### src/rtl/map_pkg.sv
// Shared constants and types for the map index fetch stage: map geometry in cells,
// packing of colour indices into memory words, and the palette index type.
package map_pkg;

  localparam int CELL_LOG2     = 3;
  localparam int MAP_W         = 256;
  localparam int MAP_H         = 60;
  localparam int PIX_PER_WORD  = 4;
  localparam int WORDS_PER_ROW = MAP_W / PIX_PER_WORD;

  typedef logic [3:0] pal_idx_t;

  localparam pal_idx_t SKY_INDEX = 4'd0;

  // Nibble k of a packed map word is bits [4k+3:4k].
  function automatic pal_idx_t nibble_sel(input logic [15:0] word, input logic [1:0] nib);
    return word[{nib, 2'b00} +: 4];
  endfunction

endpackage

### src/rtl/map_index_fetch_if.sv
// Read port of the packed tile-map memory: one-cycle synchronous read, 4 indices per word.
interface map_index_fetch_if #(
  parameter int ADDR_W = 12
);

  logic              rd;
  logic [ADDR_W-1:0] addr;
  logic [15:0]       rdata;

  modport master (output rd, output addr, input rdata);
  modport slave  (input rd, input addr, output rdata);

endinterface

### src/rtl/map_addr_gen.sv
// Maps a screen pixel plus horizontal scroll onto a map-memory word address, the nibble
// within that word, and an out-of-bounds flag for pixels that fall off the map.
module map_addr_gen
  import map_pkg::*;
#(
  parameter int ADDR_W = 12
) (
  input  logic [9:0]        i_x,
  input  logic [9:0]        i_y,
  input  logic [15:0]       i_shadow,
  output logic [ADDR_W-1:0] o_addr,
  output logic [1:0]        o_nib,
  output logic              o_oob
);

  logic [16:0] mx;
  logic [16:0] cell_x;
  logic [9:0]  cell_y;

  always_comb begin
    // 17-bit sum: large scrolls push the pixel past the map edge rather than wrapping.
    mx     = {7'd0, i_x} + {1'b0, i_shadow};
    cell_x = mx >> CELL_LOG2;
    cell_y = i_y >> CELL_LOG2;
    o_oob  = (cell_x >= 17'(MAP_W)) || (cell_y >= 10'(MAP_H));
    o_addr = ADDR_W'(32'(cell_y) * WORDS_PER_ROW + 32'(cell_x >> 2));
    o_nib  = cell_x[1:0];
  end

endmodule

### src/rtl/map_index_fetch.sv
// Per-pixel tile-map lookup: scroll shadow, address issue, 1-cycle memory read and nibble
// select, with hsync/vsync carried alongside so everything leaves 3 cycles after entry.
module map_index_fetch
  import map_pkg::*;
#(
  parameter int ADDR_W = 12
) (
  input  logic                i_clk,
  input  logic                i_rst_n,
  input  logic                i_frame_start,
  input  logic                i_pix_valid,
  input  logic [9:0]          i_x,
  input  logic [9:0]          i_y,
  input  logic                i_hs,
  input  logic                i_vs,
  input  logic [15:0]         i_scroll_x,
  map_index_fetch_if.master   mem,
  output logic                o_valid,
  output pal_idx_t            o_index,
  output logic                o_hs,
  output logic                o_vs
);

  logic [ADDR_W-1:0] gen_addr;
  logic [1:0]        gen_nib;
  logic              gen_oob;

  logic [15:0]       shadow_q, shadow_d;
  logic              v1_q, v1_d, oob1_q, oob1_d, hs1_q, hs1_d, vs1_q, vs1_d;
  logic [1:0]        nib1_q, nib1_d;
  logic              rd_q, rd_d;
  logic [ADDR_W-1:0] addr_q, addr_d;
  logic              v2_q, v2_d, oob2_q, oob2_d, hs2_q, hs2_d, vs2_q, vs2_d;
  logic [1:0]        nib2_q, nib2_d;
  logic              valid_q, valid_d, hs_q, hs_d, vs_q, vs_d;
  pal_idx_t          index_q, index_d;

  map_addr_gen #(.ADDR_W(ADDR_W)) u_addr_gen (
    .i_x      (i_x),
    .i_y      (i_y),
    .i_shadow (shadow_q),
    .o_addr   (gen_addr),
    .o_nib    (gen_nib),
    .o_oob    (gen_oob)
  );

  always_comb begin
    // NOTE: every signal written here gets an unconditional value on every path, so no latch is inferred.
    shadow_d = i_frame_start ? i_scroll_x : shadow_q;

    v1_d     = i_pix_valid;
    nib1_d   = gen_nib;
    oob1_d   = gen_oob;
    hs1_d    = i_hs;
    vs1_d    = i_vs;
    rd_d     = i_pix_valid & ~gen_oob;
    addr_d   = rd_d ? gen_addr : addr_q;

    v2_d     = v1_q;
    nib2_d   = nib1_q;
    oob2_d   = oob1_q;
    hs2_d    = hs1_q;
    vs2_d    = vs1_q;

    // Read data is valid in this stage; invalid and off-map pixels both show the sky index.
    valid_d  = v2_q;
    index_d  = (v2_q && !oob2_q) ? nibble_sel(mem.rdata, nib2_q) : SKY_INDEX;
    hs_d     = hs2_q;
    vs_d     = vs2_q;
  end

  // NOTE: the whole pipeline is reset, not just the valids, so sync outputs come up at idle level.
  always_ff @(posedge i_clk or negedge i_rst_n) begin
    if (!i_rst_n) begin
      shadow_q <= '0;
      v1_q     <= 1'b0;
      nib1_q   <= '0;
      oob1_q   <= 1'b0;
      hs1_q    <= 1'b1;
      vs1_q    <= 1'b1;
      rd_q     <= 1'b0;
      addr_q   <= '0;
      v2_q     <= 1'b0;
      nib2_q   <= '0;
      oob2_q   <= 1'b0;
      hs2_q    <= 1'b1;
      vs2_q    <= 1'b1;
      valid_q  <= 1'b0;
      index_q  <= SKY_INDEX;
      hs_q     <= 1'b1;
      vs_q     <= 1'b1;
    end else begin
      // NOTE: non-blocking assignments so every stage samples the previous stage's old value.
      shadow_q <= shadow_d;
      v1_q     <= v1_d;
      nib1_q   <= nib1_d;
      oob1_q   <= oob1_d;
      hs1_q    <= hs1_d;
      vs1_q    <= vs1_d;
      rd_q     <= rd_d;
      addr_q   <= addr_d;
      v2_q     <= v2_d;
      nib2_q   <= nib2_d;
      oob2_q   <= oob2_d;
      hs2_q    <= hs2_d;
      vs2_q    <= vs2_d;
      valid_q  <= valid_d;
      index_q  <= index_d;
      hs_q     <= hs_d;
      vs_q     <= vs_d;
    end
  end

  assign mem.rd   = rd_q;
  assign mem.addr = addr_q;
  assign o_valid  = valid_q;
  assign o_index  = index_q;
  assign o_hs     = hs_q;
  assign o_vs     = vs_q;

endmodule

### src/flat_wrapper.sv
// flat-port wrapper written by rule: the top's interface ports become plain ports
module map_index_fetch_flat import map_pkg::*;
#(
  parameter int ADDR_W = 12
)
  (i_clk, i_rst_n, i_frame_start, i_pix_valid, i_x, i_y, i_hs, i_vs, i_scroll_x, o_valid, o_index, o_hs, o_vs, mem_rd, mem_addr, mem_rdata);
  map_index_fetch_if #(.ADDR_W(ADDR_W)) mem_i ();
  input  logic i_clk;
  input  logic i_rst_n;
  input  logic i_frame_start;
  input  logic i_pix_valid;
  input  logic [9:0] i_x;
  input  logic [9:0] i_y;
  input  logic i_hs;
  input  logic i_vs;
  input  logic [15:0] i_scroll_x;
  output logic o_valid;
  output pal_idx_t o_index;
  output logic o_hs;
  output logic o_vs;
  output wire logic [$bits(mem_i.rd)-1:0] mem_rd;
  output wire logic [$bits(mem_i.addr)-1:0] mem_addr;
  input wire logic [$bits(mem_i.rdata)-1:0] mem_rdata;
  assign mem_rd = mem_i.rd;
  assign mem_addr = mem_i.addr;
  assign mem_i.rdata = mem_rdata;
  map_index_fetch #(.ADDR_W(ADDR_W)) u_core (.i_clk(i_clk), .i_rst_n(i_rst_n), .i_frame_start(i_frame_start), .i_pix_valid(i_pix_valid), .i_x(i_x), .i_y(i_y), .i_hs(i_hs), .i_vs(i_vs), .i_scroll_x(i_scroll_x), .mem(mem_i), .o_valid(o_valid), .o_index(o_index), .o_hs(o_hs), .o_vs(o_vs));
endmodule
### config.mk
export PLATFORM = sky130hd
export DESIGN_NAME = map_index_fetch_flat
export DESIGN_NICKNAME = d
export VERILOG_FILES = /design/src/rtl/map_pkg.sv /design/src/rtl/map_index_fetch_if.sv /design/src/rtl/map_addr_gen.sv /design/src/rtl/map_index_fetch.sv /design/src/flat_wrapper.sv
export SDC_FILE = /design/constraint.sdc
export NUM_CORES = 1
export LEC_CHECK = 0
export BUFFER_PORTS_ARGS = -buffer_cell sky130_fd_sc_hd__clkbuf_2
export CAP_MARGIN = 20
export CELL_PAD_IN_SITES_DETAIL_PLACEMENT = 0
export CELL_PAD_IN_SITES_GLOBAL_PLACEMENT = 1
export CORE_MARGIN = 2
export CORE_UTILIZATION = 39
export DETAILED_ROUTE_END_ITERATION = 16
export PLACE_DENSITY_LB_ADDON = 0.1
export SLEW_MARGIN = 20
export SYNTH_ARGS = -nofsm -noshare
export SYNTH_HDL_FRONTEND = slang
export SYNTH_HIERARCHICAL = 1
export SYNTH_SLANG_ARGS = --single-unit
export TNS_END_PERCENT = 30
### constraint.sdc
create_clock -name i_clk -period 4 [get_ports i_clk]
set_clock_uncertainty 0.05 [all_clocks]
set_input_delay 0.6 -clock i_clk [delete_from_list [all_inputs] [get_ports i_clk]]
set_output_delay 0.6 -clock i_clk [all_outputs]
set_load 0.01 [all_outputs]
==> results of run 1 <==
[state kept, by name, indices dropped and copies added, names as in the netlist]
| name | count |
|---|---|
| u_core/shadow_q | 16 |
| u_core/mem.addr | 12 |
| u_core/o_index | 4 |
| u_core/nib1_q | 2 |
| u_core/nib2_q | 2 |
| u_core/hs1_q | 1 |
| u_core/hs2_q | 1 |
| u_core/mem.rd | 1 |
| u_core/o_hs | 1 |
| u_core/o_valid | 1 |
| u_core/o_vs | 1 |
| u_core/oob1_q | 1 |
| u_core/oob2_q | 1 |
| u_core/v1_q | 1 |
| u_core/v2_q | 1 |
| u_core/vs1_q | 1 |
| u_core/vs2_q | 1 |
[how the worst max path moves through the flow]
stage | start | to | cells past startpoint
floorplan | i_x[2] | u_core/mem.addr[11]$_DFFE_PN0P_ | 13
global placement | i_x[9] | u_core/mem.addr[11]$_DFFE_PN0P_ | 14
detailed placement | i_x[9] | u_core/mem.addr[11]$_DFFE_PN0P_ | 14
CTS | u_core/shadow_q[2]$_DFFE_PN0P_ | u_core/mem.addr[11]$_DFFE_PN0P_ | 13
global route | u_core/shadow_q[9]$_DFFE_PN0P_ | u_core/mem.addr[11]$_DFFE_PN0P_ | 13
finish | i_x[2] | u_core/mem.addr[11]$_DFFE_PN0P_ | 14
[area by class of cell]
| cell class | count | area [sq um] |
|---|---|---|
| clock inverter | 2 | 15.0 |
| tap | 75 | 93.8 |
| multi-input combinational | 132 | 1130 |
| timing repair buffer | 75 | 378 |
| inverter | 2 | 7.51 |
| sequential | 48 | 1210 |
| clock buffer | 6 | 82.6 |
| fill | 576 | 3010 |
[stage by stage]
| step | cells | setup WS, ns | power, mW | area [sq um] | hold slack (ns) |
|---|---|---|---|---|---|
| after global routing | 340 | 0.396 | 1.33 | 2910 | 0.275 |
| final | 340 | 0.754 | 1.24 | 2910 | 0.237 |
| after detailed placement | 332 | 0.390 | 0.949 | 2810 | 0.286 |
| after floorplan | 186 | 0.799 | 0.834 | 2380 | 0.254 |
| after CTS | 340 | 0.714 | 1.26 | 2910 | 0.257 |
| after global placement | 332 | 0.425 | 0.945 | 2810 | 0.282 |
[cell usage after synthesis]
cell type	count
dfrtp_1	42
mux2_2	28
ha_1	14
a21oi_1	11
mux2i_1	9
nand2_1	9
nor2_1	9
xor2_1	9
xnor2_1	7
dfstp_2	6
nand4_1	6
o22ai_1	4
nor3b_1	3
o21ai_0	3
a21o_1	2
and2b_1	2
buf_6	2
inv_1	2
nor3_1	2
a211oi_4	1
a221oi_1	1
a22oi_2	1
buf_2	1
buf_8	1
fa_1	1
nand2b_1	1
nand3_1	1
nand3b_1	1
nor2b_1	1
nor2b_4	1
nor3_2	1
nor4_1	1
o211ai_1	1
o21a_1	1
or3b_4	1
[layout by cell type (no fill, tap or decap)]
master	instances
dfstp_2	6
nor2b_4	1
buf_4	1
nor4_1	1
clkinvlp_4	2
nor2_1	9
nor3_1	2
fa_1	1
a221oi_1	1
ha_1	14
xor2_1	9
xnor2_1	7
a22oi_2	1
o21ai_0	3
nor2b_1	1
mux2_2	28
dfrtp_1	42
and2b_1	2
clkbuf_2	74
o21a_1	1
nand2_1	9
o211ai_1	1
clkbuf_8	6
nand2b_1	1
nor3b_1	3
o22ai_1	4
mux2i_1	9
nand4_1	6
a21oi_1	11
or3b_4	1
a21o_1	2
nand3b_1	1
a211oi_4	1
nor3_2	1
nand3_1	1
inv_1	2
[power by group through the flow]
stage,clock (mW),combinational (mW),sequential [mW]
5_1_grt,0.342,0.370,0.619
4_1_cts,0.322,0.332,0.609
2_1_floorplan,0,0.217,0.617
3_3_place_gp,0,0.328,0.617
3_5_place_dp,0,0.330,0.619
6_report,0.304,0.326,0.607
[kinds of logic (layout without fill, tap and decap cells)]
kind of cell | count (synthesis) | in the layout | synth area share
adder cells (fa/ha/maj) | 15 | 15 | 0.0818
flip-flops | 48 | 48 | 0.507
multiplexers | 37 | 37 | 0.170
XOR/XNOR | 16 | 16 | 0.0588
buffers and inverters | 6 | 85 | 0.0210
AO/OA/AOI/OAI | 25 | 25 | 0.0698
AND/OR/NAND/NOR | 39 | 39 | 0.0918
[critical path: stages]
cell and delay (ns):
clkbuf_2 0.09, ha_1 0.32, o21ai_0 0.19, a22oi_2 0.13, a211oi_4 0.39, nor2_1 0.11, xor2_1 0.25, ha_1 0.28
a21oi_1 0.18, o211ai_1 0.13, a21oi_1 0.19, xor2_1 0.18, xnor2_1 0.09, mux2_2 0.26
[layer usage]
layer  track usage  share of wire  up-vias
li1              -              -      822
met1         0.180           0.47      767
met2         0.233           0.46       50
met3        0.0391          0.065        6
met4        0.0500         0.0091        0
met5             0              0        -
==> results by stage, run 1 <==
Power:
- The switching power total is 0.366 mW.
- The largest voltage drop on the vdd net is 0.183 mV.
- The part of the total power dissipated in sequential elements is 0.491.
- The clock power share is 0.246.
- Of the total power, the share spent switching nets is 0.296.
- The share of total power dissipated in combinational logic is 0.264.
- The total power per unit cell area is 425 mW/mm^2.
- The leakage power figure is approximately 1.4 nW.
- The cell-internal power is between 0.8 and 0.9 mW.

Clock tree:
- Clock tree synthesis selected as its root buffer the cell clkbuf_8.
- TritonCTS built the clock tree.
- Buffers added to address setup during post-CTS repair amount to 0.
- In this run the deepest clock path goes through 2 buffers.
- The maximum level of the CTS H-tree is 2.
- The number of gates resized after CTS was 0.
- Counting every sink on the clock net gives 48.
- Counting the buffers created by CTS gives 5.
- Clock-pin slew was measured on the worst setup and hold paths at about 0.090 ns.
- The worst-skew pair later-pin latency is ~0.30 ns.
- Buffers inserted to repair hold after CTS numbered 0.

Global route:
- The via count of the first global-routing pass was between 1500 and 2000.
- The pin count of the biggest net entering global routing is 28.
- The overall fraction of global-route tracks in use is 0.142.
- The first global-routing pass estimated 7.30 mm of wire.
- The initial antenna violation count is 0.
- For this run the aggregate overflow at the end of global routing stands at 0.

Timing:
- The maximum clock frequency is 308 MHz.
- The final worst-path cycle share is 0.812.
- The time the worst path needs with I/O delays and setup is around 3.2 ns.
- The final setup TNS is 0 ns.
- For the pin with the worst max-slew slack, the measured transition is 0.594 ns.
- Setup violations remaining at the end of the flow were counted as 0.
- The hold violation total from the final report is 0.
- Setup repair after global routing left no endpoint under its margin.
- The max-slew violation count came to 0.
- Measured against its own limit, the worst slew margin works out to 0.604.

Yosys:
- The sequential share of the synthesized area is 0.507.
- For this run, the number of Yosys warnings is 6.
- By area the synthesized netlist is led by dfrtp_1 (44%), mux2_2 (13%), ha_1 (7.3%).
- The combined area of all synthesized cells is 0.00238 sq mm.
- In this run, synthesis produced a sequential element count of 48.
- The synthesized net count is approximately 260.
- In the synthesized netlist, the number of instances is 186.
- The portion of synthesized cell area occupied by the leading cell type is 0.441.
- The synthesized area divided by synthesized cell count is ~13 sq um.
- The number of distinct library cells after synthesis is 35.
- The biggest area contributor in the post-synthesis netlist is dfrtp_1.

Routing:
- The number of optimization iterations in the first detailed-route pass is 4.
- Dividing the detail-routed wire length by the instance count gives about 13 um.
- The total wirelength of the detailed-routed design is 4.39 mm.
- After the first detailed-routing iteration, the DRC count stood at 65.
- In the routed layout, each cell is associated on average with a via count of 4.84.
- The number of remaining DRC errors is 0.
- Once detail routing completed, the nets flagged for antenna violations numbered 0.
- The routed layout has approximately 1600 vias.

Setup path:
- STA classifies the critical path endpoint as a flop.
- The maximum fanout count along the critical path is 7.
- The type of the worst setup path is primary input to flop.
- The worst flop-to-flop path startpoint is u_core/shadow_q[2]$_DFFE_PN0P_.
- The required time of the worst setup path is between 4 and 5 ns.
- The worst register-to-register path has a setup slack of approximately 0.75 ns.
- The critical path arrival is between 3 and 4 ns.
- The number of cells traversed by the worst register-to-register path is 13.
- The endpoint identified for the worst register-to-register timing path is u_core/mem.addr[11]$_DFFE_PN0P_.
- STA classifies the critical path startpoint as a primary input.

Floorplanning:
- The floorplan die area is 0.00676 sq mm.
- For this configuration, the core starts out at a cell density of 0.403.
- The die is ~82 um tall.
- Measured along the x axis, the die boundary spans 82.2 um.
- The placement row count is 28.
- The placeable core region is 0.00592 sq mm.
- 78 I/O pins were placed.

Placement:
- Routability-driven placement finished with a final weighted congestion of 0.764.
- Port buffering added 74 buffers.
- The HPWL after detailed placement is approximately 3.5 mm.

Finish:
- The number of inserted diodes is 0.
- The ratio of cells with drive above 1 in the final layout is 0.460.
- The number of nets at the end of the flow is between 300 and 400.
- At the end of the flow the core is filled with cells to 0.492.
- The post-synthesis to final-layout area growth is 22.1%.

Run:
- The max-cap check violation count is 0.

Outcome:
- The run finished with clean final reports.

Worst hold path:
- The type of the worst min-delay path is primary input to async pin.
Power figures use the tool's default switching activity.
==> inputs of run 2 (changes only) <==
clock period = 3.2 ns   (was 4 ns; I/O delays follow)
==> results by stage, run 2 (same netlist as run 1, synthesis figures left out) <==
Outcome:
- The run finished with clean final reports.

Routing:
- The number of remaining DRC errors is 0.
- The first TritonRoute pass finished after 4 iterations.
- In the routed layout, each cell is associated on average with a via count of 4.79.
- The total wirelength of the detailed-routed design is 4.51 mm.
- The number of DRC violations after detailed-routing iteration 0 is 30.
- The vias after detailed routing is between 1500 and 2000.
- Once detail routing completed, the nets flagged for antenna violations numbered 0.
- Dividing the detail-routed wire length by the instance count gives between 10 and 15 um.

Floorplanning:
- In this run the count of I/O pins placed on the die edge is 78.
- The die covers between 0.006 and 0.007 sq mm.
- The initial cell density of the core is 0.403.
- The die is ~82 um tall.
- The placement row count is 28.
- The floorplan step set the die width to 82.2 um.
- The total area inside the core boundary comes to between 0.005 and 0.006 sq mm.

Clock tree:
- The count of clock tree sinks is 48.
- The H-tree was split into 2 levels.
- The buffer levels on the longest clock path is 2.
- The number of buffers inserted for hold repair after clock tree synthesis is 0.
- The root buffer cell is clkbuf_8.
- The worst-skew pair later-pin latency is 0.30 ns.
- Clock-pin slew was measured on the worst setup and hold paths at approximately 0.090 ns.
- TritonCTS built the clock tree.
- In this run, CTS created clock tree buffers numbering 5.

Finish:
- The library cells used most frequently in the layout, excluding fill and tap cells, are clkbuf_2 (74), dfrtp_1 (42), mux2_2 (28).
- The largest register by flop count is u_core/shadow_q.
- The flip-flop count of the largest register, all copies and words added is 16.
- The number of nets at the end of the flow is around 360.
- The post-synthesis to final-layout area growth is 31.0%.
- In the final layout, the share of cells above drive strength 1 is 0.523.
- The most frequent standard cell in the layout excluding fill and tap cells is clkbuf_2.
- 0 antenna diodes ended up in the layout.
- At the end of the flow the core is filled with cells to 0.527.

Timing:
- Setup slack on the critical path of the routed design comes to 0.186 ns.
- The final worst-path cycle share is 0.942.
- The relative slew slack is 0.721.
- The hold violation total from the final report is 0.
- The time the worst path needs with I/O delays and setup is around 3 ns.
- Setup violations remaining at the end of the flow were counted as 0.
- Derived from the worst setup path, the maximum achievable clock frequency is roughly 330 MHz.
- The measured slew at the worst slew-check pin is 0.418 ns.
- The max-slew violation count is 0.

Setup path:
- The cell repeated most along the worst path is xor2_1.
- The required time of the worst setup path is about 3.3 ns.
- The maximum fanout count along the critical path is 4.
- For this run, the slowest stage of the critical path takes ~0.40 ns.
- The type of the worst setup path is flop to flop.
- The endpoint kind of the worst setup timing path is a flop.
- The critical path goes through ha_2 -> nor3_2 -> a22oi_2 -> a211oi_4 -> nor2_2 -> xor2_1 -> ha_1 -> a21oi_2 -> o211ai_1 -> a21oi_1 -> xor2_1 -> xnor2_1 -> mux2_2.
- The worst setup path is launched from a flop.
- The cell type of the slowest stage on the worst timing path is dfrtp_1.
- Data arrives at the worst endpoint at 3.15 ns.

Placement:
- The count of buffers added on input and output ports is 74.
- Detailed placement finished with a half-perimeter wire length of approximately 3.6 mm.
- OpenSTA, run right after detailed placement, puts the worst setup slack at -0.127 ns.
- The final estimated routing congestion in global placement is between 0.7 and 0.8.

Power:
- The switching fraction of total power is 0.279.
- The leakage power figure is between 1.5 and 2 nW.
- Dividing total power by cell area gives a power density of ~540 mW/mm^2.
- The part of the total power dissipated in sequential elements is 0.449.
- The worst-case IR drop observed on VDD is 0.207 mV.
- The clock power share is 0.269.
- For this design the total switching power over the nets is 0.472 mW.
- The cell-internal power is between 1 and 1.5 mW.
- Of the total power, combinational logic draws 0.282.

Global route:
- The wire length of the first global-routing pass is roughly 7.3 mm.
- The final global-route overflow total is 0.
- The initial antenna violation count is 0.
- The overall fraction of global-route tracks in use is 0.142.
- The via count of the first global-routing pass came to 1687.
- The pin count of the biggest net entering global routing is 35.

Run:
- The tool flagged a number of max-cap violations equal to 0.

Worst hold path:
- The tightest min-delay check is of the primary input to async pin type.
==> run 2: cell types whose count changed in the layout (fill, tap and decap cells not counted), sizes merged <==
| cell | previous run | this run |
|---|---|---|
| buf | 1 | 21 |
| clkinvlp | 2 | 0 |
| bufinv | 0 | 1 |
| clkinv | 0 | 1 |
==> run 2: power by group through the flow <==
stage	combinational [mW]	sequential [mW]	clock, mW
2_1_floorplan	0.272	0.771	0
3_3_place_gp	0.455	0.772	0
3_5_place_dp	0.462	0.773	0
4_1_cts	0.464	0.762	0.478
5_1_grt	0.530	0.775	0.497
6_report	0.477	0.759	0.456
==> run 2: worst max-delay path: cells and delay by family (launching register included) <==
family / cells / cell delay, ns
XOR/XNOR: 3 / 0.53
AND/OR/NAND/NOR: 2 / 0.27
flip-flops: 1 / 0.40
AO/OA/AOI/OAI: 5 / 0.92
adder cells (fa/ha/maj): 2 / 0.49
multiplexers: 1 / 0.26
==> run 2: layer usage <==
layer	vias to the layer above	part of all wire	track usage	wire (um)
met5	-	0	0	0
met2	50	0.48	0.241	2180
li1	860	-	-	-
met1	808	0.45	0.177	2020
met3	6	0.053	0.0283	237
met4	0	0.016	0.0550	70
==> run 2: final timing paths <==
| kind | slack [ns] | cells after the start | to | startpoint |
|---|---|---|---|---|
| setup / recovery | 0.19 | 13 | u_core/mem.addr[11]$_DFFE_PN0P_ | u_core/shadow_q[2]$_DFFE_PN0P_ |
| hold reg to reg | 0.30 | 0 | u_core/v2_q$_DFF_PN0_ | u_core/v1_q$_DFF_PN0_ |
| hold / removal | 0.04 | 1 | u_core/o_index[3]$_DFF_PN0_ | i_rst_n |
| setup reg to reg | 0.19 | 13 | u_core/mem.addr[11]$_DFFE_PN0P_ | u_core/shadow_q[2]$_DFFE_PN0P_ |
| max in group asynchronous | 2.27 | 2 | u_core/hs1_q$_DFF_PN1_ | i_rst_n |
| min in group i_clk | 0.20 | 1 | u_core/hs1_q$_DFF_PN1_ | i_hs |
==> run 2: cell type report <==
class / count / area, sq um
clock inverter: 2 / 38.8
multi-input combinational: 132 / 1160
clock buffer: 6 / 82.6
sequential: 48 / 1210
timing repair buffer: 95 / 532
tap: 75 / 93.8
fill: 552 / 2800
inverter: 2 / 7.51
==> run 2: timing repair <==
item	4_1_cts	5_1_grt
buffers inserted	0	2
setup endpoints to repair	0	2
resized for setup	0	10
==> run 2: through the flow <==
stage	hold WS, ns	TNS [ns]	area [sq um]	power (mW)	std cells
6_report	0.0367	0	3120	1.69	360
5_1_grt	0.0489	-0.00369	3120	1.80	360
4_1_cts	0.0450	0	3070	1.70	358
3_5_place_dp	0.285	-0.164	2950	1.23	350
3_3_place_gp	0.283	-0.109	2950	1.23	350
2_1_floorplan	0.134	0	2380	1.04	186
==> inputs of run 3 (changes only) <==
CORE_ASPECT_RATIO = 0.8   (was not set)
==> results by stage, run 3 (same netlist as run 1, synthesis figures left out) <==
Finish:
- The repair_antennas step left the layout with diodes totalling 0.
- In the layout the commonest cells are clkbuf_2 (74), dfrtp_1 (42), mux2_2 (28).
- The flip-flop count of the largest register, all copies and words added is 16.
- The finished layout holds about 370 standard cells, fillers aside.
- The post-synthesis to final-layout area growth is 30.8%.
- The final instance area is between 0.003 and 0.004 sq mm.
- The net count of the finished layout is 359.
- The most frequent standard cell in the layout excluding fill and tap cells is clkbuf_2.
- The ratio of cells with drive above 1 in the final layout is 0.512.
- Ranked by flip-flop count, first place goes to u_core/shadow_q.
- For this run, the share of the core covered by cells in the final layout is 0.528.
- After filler insertion, the fill cell instance count of the layout stands at 545.

Placement:
- The number of buffers added on ports is 74.
- The placed instance count is between 300 and 400.
- The HPWL after detailed placement is between 3 and 4 mm.
- The cell area after placement is between 0.002 and 0.003 sq mm.
- Before CTS, the worst setup slack after placement is -0.113 ns.
- The final estimated routing congestion in global placement is approximately 0.75.

Setup path:
- The type of the worst setup path is flop to flop.
- The worst flop-to-flop path startpoint is u_core/shadow_q[1]$_DFFE_PN0P_.
- For the worst setup path, the data arrival time is between 3 and 4 ns.
- The maximum fanout count along the critical path is 4.
- The launching element type of the critical path is a flop.
- The critical register-to-register path endpoint is u_core/mem.addr[11]$_DFFE_PN0P_.
- The termination of the worst setup path is u_core/mem.addr[11]$_DFFE_PN0P_.
- The endpoint kind of the worst setup timing path is a flop.
- The worst setup path startpoint is u_core/shadow_q[1]$_DFFE_PN0P_.
- Data on the critical path is required at its endpoint by between 3 and 4 ns.
- The number of cells traversed by the worst register-to-register path is 14.
- The worst setup slack for register-to-register paths is ~0.19 ns.

Routing:
- In this run the remaining antenna-violating nets after routing total 0.
- The number of DRC violations after detailed-routing iteration 0 is 71.
- The routed layout has roughly 1700 vias.
- After detailed routing, the number of remaining DRC violations is 0.
- The first TritonRoute pass finished after 4 iterations.
- In the final routed layout, each cell accounts on average for about 12 um.
- For this block, the routed nets add up to around 4.5 mm of wire.
- Using the TritonRoute via totals, the vias-per-cell ratio works out to between 4 and 5.

Timing:
- The max-slew violation count came to 0.
- Headroom to the max-slew limit came out at 0.650.
- Derived from the worst setup path, the maximum achievable clock frequency is ~330 MHz.
- The measured slew at the worst slew-check pin is between 0.5 and 0.6 ns.
- The worst hold margin is 0.0921 ns.
- Setup repair after global routing could not meet its margin everywhere.
- Of the available clock period, the critical path in the final layout requires 0.941.
- The time the worst path needs with I/O delays and setup is roughly 3 ns.
- The hold violation total from the final report came to 0.
- The worst setup margin is approximately 0.19 ns.
- Setup violations remaining at the end of the flow were counted as 0.
- The final setup TNS is 0 ns.

Power:
- Total power for the finished layout comes to between 1.5 and 2 mW.
- Across the VDD grid, the largest voltage drop is between 0.3 and 0.4 mV.
- The leakage power figure is between 1.5 and 2 nW.
- The total power per unit cell area is 538 mW/mm^2.

Global route:
- The via count of the first global-routing pass came to 1706.
- Entering global routing, the biggest net connects 28 pins.
- The initial antenna violation count is 0.
- The final global-route overflow total is 0.
- The first global-routing pass estimated around 7.7 mm of wire.
- The overall fraction of global-route tracks in use is 0.146.

Clock tree:
- Counting every sink on the clock net gives 48.
- The root buffer cell is clkbuf_8.
- Once the clock tree was built, the setup fixing pass inserted 0 buffers.
- TritonCTS built the clock tree.
- The worst-skew pair later-pin latency is roughly 0.30 ns.
- The buffer levels on the longest clock path is 2.
- The post-CTS clock slew at the launch and capture registers of the worst setup and hold paths is 0.09 ns.
- CTS built an H-tree with a depth of 2.
- The TritonCTS buffer count is 5.
- The number of buffers inserted for hold repair after clock tree synthesis is 0.

Run:
- The max-cap check violation count is 0.

Floorplanning:
- The placement row count is 25.
- The height of the die is 73.9 um.
- The chip width is ~91 um.
- The placeable core region is around 0.006 sq mm.
- The die covers 0.00676 sq mm.
- The initial utilization of the core area, before any placement, comes to 0.403.
- 78 I/O pins were placed.

Outcome:
- The flow ran to the end, and the final reports show no timing, DRC or antenna violations.

Worst hold path:
- The min-delay analysis places its worst path in the category primary input to async pin.
[run 3: worst max-delay path: stages, from the launching register on]
cell and delay, ns:
dfrtp_1 0.39, ha_1 0.22, nor3_2 0.20, a22oi_2 0.13, a211oi_4 0.35, buf_4 0.20
nor2_1 0.05, xor2_1 0.14, ha_1 0.31, nand2_1 0.06, o211ai_1 0.16, a21oi_1 0.10
xor2_1 0.17, xnor2_1 0.12, mux2_2 0.26
[run 3: worst min path at each step]
stage,startpoint,end,depth (start not counted),slack [ns]
2_1_floorplan,i_rst_n,u_core/mem.addr[0]$_DFFE_PN0P_,0,0.13
3_3_place_gp,u_core/oob1_q$_DFF_PN0_,u_core/oob2_q$_DFF_PN0_,0,0.28
3_5_place_dp,u_core/nib1_q[0]$_DFF_PN0_,u_core/nib2_q[0]$_DFF_PN0_,0,0.28
4_1_cts,i_rst_n,u_core/mem.rd$_DFF_PN0_,1,0.10
5_1_grt,i_rst_n,u_core/mem.rd$_DFF_PN0_,1,0.12
6_report,i_rst_n,u_core/mem.rd$_DFF_PN0_,1,0.09
[run 3: report_power, final]
group	internal [mW]	leakage (nW)	switching [mW]
registers	0.696	0.579	0.0608
logic	0.262	0.911	0.204
clock network	0.256	0.0614	0.201
[run 3: cell type report]
type                    count  area, sq um  share of cell area
flip-flops and latches     48         1210               0.387
multi-input cells         132         1140               0.365
repair buffers             97          543               0.174
well taps                  81          101              0.0325
clock buffers               6         82.6              0.0265
clock inverters             2         38.8              0.0124
inverters                   2         7.51             0.00241
[run 3: timing repair]
| action | CTS | global route |
|---|---|---|
| hold endpoints to repair | 0 | 0 |
| resized for setup | 0 | 5 |
| endpoints found under the setup margin | 0 | 2 |
[run 3: metal layers]
layer / up-vias / global-route usage / wire length [um]
li1: 867 / - / -
met1: 814 / 0.178 / 2140
met2: 40 / 0.259 / 2110
met3: 5 / 0.0365 / 210
met4: 0 / 0.0505 / 44
met5: - / 0 / 0
